==> src/rtl/decoder_proj_stream.sv <==
// Debounced command decoder: a stable io_in word is queued in a small FIFO and presented as a
// one-hot decode over valid/ready, with latched and pulsed decode vectors and a drop counter.
module decoder_proj_stream #(
  parameter int unsigned IN_W       = 7,
  parameter int unsigned SEL_W      = 5,
  parameter int unsigned STABLE_CYC = 3,
  parameter int unsigned DEPTH      = 4
) (
  input  logic                  wb_clk_i,
  input  logic                  wb_rst_i,
  input  logic [IN_W-1:0]       io_in,
  output logic                  dec_valid,
  input  logic                  dec_ready,
  output logic [2**SEL_W-1:0]   dec_onehot,
  output logic                  dec_mode,
  output logic [2**SEL_W-1:0]   lat_out,
  output logic [2**SEL_W-1:0]   pulse_out,
  output logic [7:0]            drop_cnt,
  output logic                  busy
);

  localparam int unsigned DecW = 2**SEL_W;
  localparam int unsigned CntW = $clog2(STABLE_CYC + 1);
  localparam int unsigned PtrW = $clog2(DEPTH);

  typedef enum logic [1:0] {StIdle, StCount, StHeld} state_e;

  state_e              state_q, state_d;
  logic [IN_W-1:0]     smp_q;
  logic [CntW-1:0]     cnt_q, cnt_d;
  logic                en_in, same, push;

  logic [SEL_W:0]      mem_q [DEPTH];
  logic [PtrW:0]       wr_q, rd_q;
  logic                empty, full, pop, push_ok, drop;
  logic [SEL_W:0]      head;

  logic [DecW-1:0]     lat_q, pulse_q;
  logic [7:0]          drop_q;

  assign en_in = io_in[IN_W-1];
  assign same  = (io_in == smp_q);

  always_comb begin
    cnt_d = CntW'(1);
    if (same) begin
      cnt_d = (cnt_q == CntW'(STABLE_CYC)) ? cnt_q : cnt_q + CntW'(1);
    end
  end

  // A held, unchanged word never re-pushes; any change re-arms even from StHeld.
  assign push = en_in && (cnt_d == CntW'(STABLE_CYC)) && !((state_q == StHeld) && same);

  always_comb begin
    state_d = StCount;
    if (!en_in) begin
      state_d = StIdle;
    end else if (push || ((state_q == StHeld) && same)) begin
      state_d = StHeld;
    end
  end

  always_ff @(posedge wb_clk_i) begin
    if (wb_rst_i) begin
      state_q <= StIdle;
      smp_q   <= '0;
      cnt_q   <= '0;
    end else begin
      state_q <= state_d;
      smp_q   <= io_in;
      cnt_q   <= cnt_d;
    end
  end

  // FIFO with one extra pointer bit to tell full from empty.
  assign empty   = (wr_q == rd_q);
  assign full    = (wr_q[PtrW] != rd_q[PtrW]) && (wr_q[PtrW-1:0] == rd_q[PtrW-1:0]);
  assign pop     = dec_valid && dec_ready;
  assign push_ok = push && (!full || pop);
  assign drop    = push && full && !pop;
  assign head    = mem_q[rd_q[PtrW-1:0]];

  always_ff @(posedge wb_clk_i) begin
    if (push_ok) begin
      mem_q[wr_q[PtrW-1:0]] <= {io_in[IN_W-2], io_in[SEL_W-1:0]};
    end
  end

  always_ff @(posedge wb_clk_i) begin
    if (wb_rst_i) begin
      wr_q   <= '0;
      rd_q   <= '0;
      drop_q <= '0;
    end else begin
      if (push_ok) wr_q <= wr_q + 1'b1;
      if (pop)     rd_q <= rd_q + 1'b1;
      if (drop && (drop_q != 8'hFF)) drop_q <= drop_q + 8'd1;
    end
  end

  assign dec_valid  = !empty;
  assign dec_onehot = dec_valid ? (DecW'(1) << head[SEL_W-1:0]) : '0;
  assign dec_mode   = dec_valid && head[SEL_W];

  always_ff @(posedge wb_clk_i) begin
    if (wb_rst_i) begin
      lat_q   <= '0;
      pulse_q <= '0;
    end else begin
      pulse_q <= '0;
      if (pop) begin
        if (head[SEL_W]) lat_q   <= dec_onehot;
        else             pulse_q <= dec_onehot;
      end
    end
  end

  assign lat_out   = lat_q;
  assign pulse_out = pulse_q;
  assign drop_cnt  = drop_q;
  assign busy      = (state_q != StIdle) || !empty;

endmodule

==> config.mk <==
export PLATFORM = sky130hd
export DESIGN_NAME = decoder_proj_stream
export DESIGN_NICKNAME = d
export VERILOG_FILES = /design/src/rtl/decoder_proj_stream.sv
export SDC_FILE = /design/constraint.sdc
export NUM_CORES = 1
export LEC_CHECK = 0
export BUFFER_PORTS_ARGS = -buffer_cell sky130_fd_sc_hd__buf_2
export CORE_MARGIN = 4
export CORE_UTILIZATION = 46
export DETAILED_ROUTE_END_ITERATION = 12
export PLACE_DENSITY = 0.78
export SYNTH_ARGS = -nofsm -noshare
export SYNTH_HDL_FRONTEND = slang
export SYNTH_SLANG_ARGS = --single-unit
==> constraint.sdc <==
create_clock -name wb_clk_i -period 1.98 [get_ports wb_clk_i]
set_input_delay 0.198 -clock wb_clk_i [delete_from_list [all_inputs] [get_ports wb_clk_i]]
set_output_delay 0.198 -clock wb_clk_i [all_outputs]
set_load 0.03 [all_outputs]
Yosys cells after proc, flatten, opt, wreduce, memory -nomap -nowiden:

Memory sizes are Yosys's and may differ from the RTL's. A register that Yosys moved wholly into a read port is not among the register bits.
Cells that the tools add are included.

* bits in registers: 89
* RAM bits: 24
* input port bits: 10
* output and inout port bits: 107
* word-level logic and storage cells: 53
* memories: 1

Memory list
* mem_q: depth 4, bits a word 6, read ports 1, clocked after Yosys merged registers in 1, write ports 1, line 33 `logic [SEL_W:0] mem_q [DEPTH];`

* add/sub/neg operators: 4
* eq/ne operators: 8
* shift-type cells: 1
* muxes and demuxes: 8
* bitwise operators: 2
* reduce and logical (&&, ||, !) cells: 21

Operators with widths (count)
* two-way mux 32 bit: 1
* left shift 1 x 5 -> 32 bit (first input constant): 1
* logical AND 1 bit: 10
* two-way mux 2 bit: 5
* adder 8 x 1 -> 8 bit (second input constant): 1
* != test 8 bit (second input constant): 1
* == test 7 bit: 1
* adder 3 x 1 -> 3 bit (second input constant): 2
* == test 2 bit (second input constant): 3
* zero test 1 bit: 4
* == test 3 bit: 1
* logical OR 1 bit: 3
* OR reduction 3 bit: 1
* adder 2 x 1 -> 2 bit (second input constant): 1
* == test 2 bit: 1
* two-way mux 1 bit: 2
* NOT 1 bit: 2
* AND reduction 2 bit: 1
* nonzero test 2 bit: 1
* OR reduction 2 bit: 1
* != test 1 bit: 1

Logic depth before layout (Yosys ltp):

Gate-level depths: netlist of run 1.

* depth in word-level cells: 9
* gate-level depth with buffers: 7
* gate-level depth less buffers: 6

Least setup slack after synthesis of run 1:

Ideal clock, no wire load.

* path type: register to output
* from: register with a tool-made name
* to: output dec_onehot[18]
* arrival time: 2053 ps
* data required time: 1782 ps
* setup slack: -271 ps
* stages on the path, launching flop included: 7
* buffers on the path: 2
* path through: dfxtp_1 > buf_2 > mux4_2 > nand2b_1 > buf_2 > or2_1 > nor2_1

RTL lines
* end: declaration: line 14 `output logic [2**SEL_W-1:0] dec_onehot,`

==> flow_summary.json, run 1 <==
{
  "cp.buffers_inverters": 2,
  "cp.depth": 5,
  "cp_top_family": "simple AND/OR/NAND/NOR gates",
  "rows": 34,
  "die_area_um2": 10800,
  "final_antenna_net_count": 0,
  "cts.sinks": 115,
  "dp_hpwl_um": 7600,
  "insertion_delay_ns": 0.53,
  "synth.area.mux_share_pct": 3.94,
  "placed_cell_area_um2": 5260,
  "worst_slack_ns": -0.584,
  "slew_viol_final": 0,
  "portBuffers": 116,
  "synthSimpleGateAreaFrac_pct": 22.1,
  "leakagePower_nw": 2.96,
  "syn_area_um2": 4220,
  "tightest_slew_ns": 0.354,
  "path_common_cell": "buf_6",
  "nets": 622,
  "synth_nets": 432,
  "overflow": 0,
  "clock_path_buffers": 2,
  "drc": 0,
  "grt_usage_pct": 21.5,
  "vias": 4094,
  "worst_slew_margin_rel_pct": 76.4,
  "synth_fa_ha_area_share_pct": 1.78,
  "routedWlPerCell_um": 21.4,
  "fin_setup_tns_ns": -21.53,
  "ir_worst_vdd_v": 0.000570,
  "cp-end-kind": "primary output",
  "period_share_pct": 129,
  "hold_viol_final": 0,
  "grt_max_degree": 33,
  "min_from": "dec_ready",
  "antenna_found_initial": 0,
  "ys_types": 39,
  "synth_seq_cells": 115,
  "setup_viol": 95,
  "cts_root_buffer": "clkbuf_8",
  "cts_tree": "done",
  "dpl_worst_slack_ns": -0.0840,
  "fin_crit_ns": 2.56,
  "crit_required_ns": 1.78,
  "final_cell_area_um2": 6910,
  "cp_max_fo": 4,
  "wl_um": 15600,
  "rr_worst_depth": 8,
  "cp-start-kind": "flip-flop",
  "p_per_area_nw_per_um2": 789,
  "viasPerCell": 5.63,
  "first_iter_violations": 267,
  "synth-seq-area-share_pct": 60.2,
  "fp.dieH_um": 104,
  "grt_first_pass_wirelength_um": 18700,
  "drv_cap": 0,
  "firstDrtPassIters": 5,
  "rsz0062_at_grt": "true",
  "cts.clk_slew.worst_paths_ns": 0.06,
  "avgSynthCellArea_um2": 10.2,
  "n_antenna_cell": 0,
  "synth-compound-area-share_pct": 6.55,
  "initial_core_util_pct": 48.0,
  "synth_xor_area_share_pct": 2.90,
  "status": "finished, violations left",
  "first_global_vias": 3750,
  "arrival_ns": 2.37,
  "area_delta_synth_final_pct": 63.7,
  "violations": "negative setup slack",
  "crit_slowest_cell": "mux4_2",
  "fin_skew_ns": 0.0137,
  "core_area_um2": 8810,
  "synthCells": 416,
  "synth_top_family_by_area": "simple AND/OR/NAND/NOR gates",
  "worst_hold_path_type": "primary input to flip-flop",
  "path_cells": "buf_6 > mux4_2 > or3_4 > nor2_4 > buf_6",
  "ios": 117,
  "hold_depth": 4,
  "yosys_warnings": 0,
  "critPathKind": "flip-flop to primary output",
  "fp.dieW_um": 104,
  "gp_congestion": 0.802,
  "dp_cells": 651,
  "h-tree-depth": 4,
  "drive_above_1_share_pct": 53.5,
  "stdcell_count": 727,
  "clock.fmax_mhz": 390,
  "cts_buffers": 17,
  "cp_slowest_stage_delay_ns": 0.56
}
-- per-stage QoR --
step	total power [mW]	hold slack [ns]	utilization (%)
2_1_floorplan	2.50	0.297	-
6_report	5.46	0.162	78.5
4_1_cts	5.42	0.119	69.6
5_1_grt	5.57	0.184	78.5
3_5_place_dp	2.54	0.442	59.7
3_3_place_gp	2.53	0.435	59.7
-- cell families after synthesis --
kind of cell / after synthesis
fa+ha+maj: 6
mux: 9
buf+inv: 25
compound gates: 48
flops: 115
xor+xnor: 14
simple gates: 199
-- timing repair --
action                                 4_1_cts  5_1_grt
setup endpoints to repair                   51      117
hold buffers                                 7        0
gates cloned                                 0        7
setup buffers                                9       23
resized for setup                           59      166
pin swaps                                    9       19
endpoints found under the hold margin       30        0
-- power by group --
part           internal (mW)  switching (mW)  total (mW)
sequential              2.40         0.00440        2.40
clock                   1.75            1.18        2.93
combinational         0.0544          0.0648       0.119
total                   4.21            1.25        5.46
-- worst paths after layout --
path	end	slack [ns]
max	dec_onehot[0]	-0.58
min	rd_q[2]	0.16
max reg2reg	lat_out[24]	-0.19
min reg2reg	lat_out[2]	0.46
-- synthesized netlist by cell type (all sizes together) --
cell	instances	area, µm²
nor2	82	310
or2	4	25.0
a211oi	1	7.51
a31oi	1	6.26
dfxtp	91	1820
o31ai	1	7.51
inv	8	30.0
xor2	4	35.0
a22o	4	35.0
ha	6	75.1
and4	2	17.5
buf	10	50.1
xnor2	10	87.6
nor3	1	5.00
o21ai	30	150
nand2	47	176
edfxtp	24	721
nor4	2	12.5
nand3	12	60.1
and2	7	43.8
nand4	3	18.8
nor2b	13	81.3
and4b	2	23.8
mux2i	2	20.0
nand2b	9	56.3
nand3b	1	7.51
or4	2	18.8
and3	4	25.0
a21oi	8	40.0
nor3b	1	7.51
or3	7	43.8
a32o	3	30.0
clkbuf	7	26.3
mux4	6	135
mux2	1	11.3
-- cells in the final DEF, fill, tap and decap left out, types with 10 or more instances in the layout --
master and instances:
clkbuf_16 20, dfxtp_1 85, nor2b_1 10, edfxtp_1 24, o21ai_1 20, buf_2 85, nand2_1 32, buf_4 38
nor2_1 33, buf_6 50, nor2_4 29, nor2_2 20
-- state kept, by name (all words and copies together), names as in the netlist, named ones only --
signal	cells
mem_q	24
rd_q	3
wr_q	3
drop_cnt	8
pulse_out	32
lat_out	32
smp_q	7
cnt_q	2
state_q	2
-- metal layers --
layer | GRT usage (%) | routed length, µm | vias to the layer above
li1 | - | - | 1801
met2 | 36.3 | 7840 | 267
met3 | 7.77 | 1200 | 61
met1 | 25.0 | 6020 | 1965
met5 | 0 | 0 | -
met4 | 8.36 | 537 | 0
-- final cells by class --
type / instances / area (µm²)
Timing Repair Buffer: 188 / 1510
Sequential cell: 115 / 2550
Inverter: 8 / 30.0
Clock inverter: 13 / 121
Tap cell: 108 / 135
Fill cell: 441 / 1890
Clock buffer: 19 / 443
Multi-Input combinational cell: 276 / 2120
-- worst reg2reg max path: cells and delay by family (launching register included) --
family	cells	cell delay, ns
AOI/OAI and AO/OA	2	0.48
buffers and inverters	4	0.60
DFF	1	0.37
muxes	1	0.54
and+or+nand+nor	1	0.09
(Power assumes the default switching activity.)
==> inputs of run 2 (changes only) <==
GPL_TIMING_DRIVEN = 0   (was unset)
==> flow_summary.json, run 2 (synthesis results as in run 1) <==
{
  "clock_path_buffers": 2,
  "worst_hold_path_type": "primary input to flip-flop",
  "rows": 34,
  "leakagePower_nw": 3.01,
  "violations": "negative setup slack",
  "final_cell_mix": "dfxtp_1 (85), buf_2 (81), buf_6 (52)",
  "die_area_um2": 10800,
  "dp_hpwl_um": 7570,
  "clock.fmax_mhz": 357,
  "cp_max_fo": 6,
  "rr_worst_depth": 9,
  "insertion_delay_ns": 0.53,
  "worst_slack_ns": -0.820,
  "cts_tree": "done",
  "portBuffers": 115,
  "area_delta_synth_final_pct": 70.0,
  "setup_viol": 98,
  "grt_first_pass_wirelength_um": 20900,
  "first_global_vias": 4036,
  "viasPerCell": 6.09,
  "finalPower_mw": 5.51,
  "fin_crit_ns": 2.80,
  "n_antenna_cell": 0,
  "critPathKind": "flip-flop to primary output",
  "cts_buffers": 17,
  "wl_um": 18900,
  "crit_required_ns": 1.78,
  "placed_cell_area_um2": 5070,
  "fp.dieW_um": 104,
  "slew_viol_final": 0,
  "cts.sinks": 115,
  "grt_max_degree": 17,
  "cts_root_buffer": "clkbuf_8",
  "cp-end-kind": "primary output",
  "routedWlPerCell_um": 25.5,
  "p_per_area_nw_per_um2": 767,
  "worst_slew_margin_rel_pct": 57.7,
  "final_cell_area_um2": 7180,
  "rsz0062_at_grt": "true",
  "cts.clk_slew.worst_paths_ns": 0.06,
  "grt_usage_pct": 24.7,
  "n_fill_cell": 421,
  "drv_cap": 0,
  "ios": 117,
  "fin_skew_ns": 0.0118,
  "status": "finished, violations left",
  "ir_worst_vdd_v": 0.000678,
  "period_share_pct": 141,
  "vias": 4510,
  "cp-start-kind": "flip-flop",
  "arrival_ns": 2.60,
  "core_area_um2": 8810,
  "first_iter_violations": 413,
  "nets": 636,
  "tightest_slew_ns": 0.635,
  "hold_depth": 2,
  "h-tree-depth": 4,
  "final_antenna_net_count": 0,
  "drc": 0,
  "antenna_found_initial": 1,
  "initial_core_util_pct": 48.0,
  "hold_viol_final": 0,
  "fp.dieH_um": 104,
  "firstDrtPassIters": 5,
  "gp_congestion": 0.798,
  "overflow": 0,
  "layout.cells.most_common": "dfxtp_1",
  "drive_above_1_share_pct": 55.3
}
## run 2: changes by cell type in the layout (fill, tap and decap cells not counted), moves of 4 or more
cell     previous run  this run
o21ai_1            20         7
buf_4              38        45
o21ai_2             3        10
nor2_4             29        34
o21ai_0             7        12
buf_12              4         8
buf_2              85        81
nand2_1            32        28
nand2_2             8        12
## run 2: cell type report
cell class,count,area (µm²),area share [%]
clock buffers,18,418,5.82
clock inverters,14,138,1.92
inverters,8,30.0,0.418
repair buffers,184,1440,20.0
well taps,108,135,1.88
multi-input cells,277,2250,31.3
flip-flops and latches,115,2550,35.5
plain buffers,17,224,3.12
## run 2: power breakdown
group          internal, mW  total [mW]  switching, mW  leakage (nW)
Sequential             2.40        2.40        0.00456         0.954
Clock                  1.78        2.99           1.21         0.271
Combinational        0.0485       0.117         0.0683          1.78
## run 2: what timing repair did
action / 4_1_cts / 5_1_grt
hold buffers: 6 / 0
hold endpoints to repair: 27 / 0
pin swaps: 14 / 21
buffers inserted: 26 / 33
cloned: 1 / 5
resized for setup: 127 / 169
endpoints found under the setup margin: 90 / 126
## run 2: per-layer routing
| layer | track usage (%) | wire length [µm] | vias to the layer above |
|---|---|---|---|
| li1 | - | - | 1829 |
| met1 | 27.1 | 6340 | 2098 |
| met2 | 42.2 | 8660 | 437 |
| met3 | 6.72 | 2270 | 144 |
| met4 | 15.3 | 1590 | 2 |
| met5 | 0 | 13 | - |
## run 2: critical path, stage by stage, from the launching register on
cell,delay (ns)
dfxtp_2,0.33
buf_8,0.13
mux4_2,0.61
buf_4,0.21
or2_1,0.26
buf_6,0.16
nor2_1,0.17
buf_4,0.20
## run 2: worst paths after layout
check,startpoint,end,slack [ns]
worst max-delay path,flip-flop,dec_onehot[12],-0.82
worst min-delay path,io_in[6],smp_q[6],0.004
worst max register to register,flip-flop,lat_out[18],-0.74
worst min register to register,lat_out[30],lat_out[30],0.48
## run 2: per-stage QoR
step | utilization, % | hold WS [ns] | setup WS (ns) | TNS, ns | instances
final | 81.5 | 0.00411 | -0.820 | -36.47 | 741
after global routing | 81.5 | 0.00404 | -0.885 | -41.05 | 741
after CTS | 71.9 | 0.00597 | -0.603 | -20.18 | 704
after detailed placement | 57.6 | 0.437 | -0.387 | -15.77 | 639
after global placement | 57.6 | 0.431 | -0.353 | -11.84 | 639
after floorplan | - | 0.297 | -0.0220 | -0.169 | 416
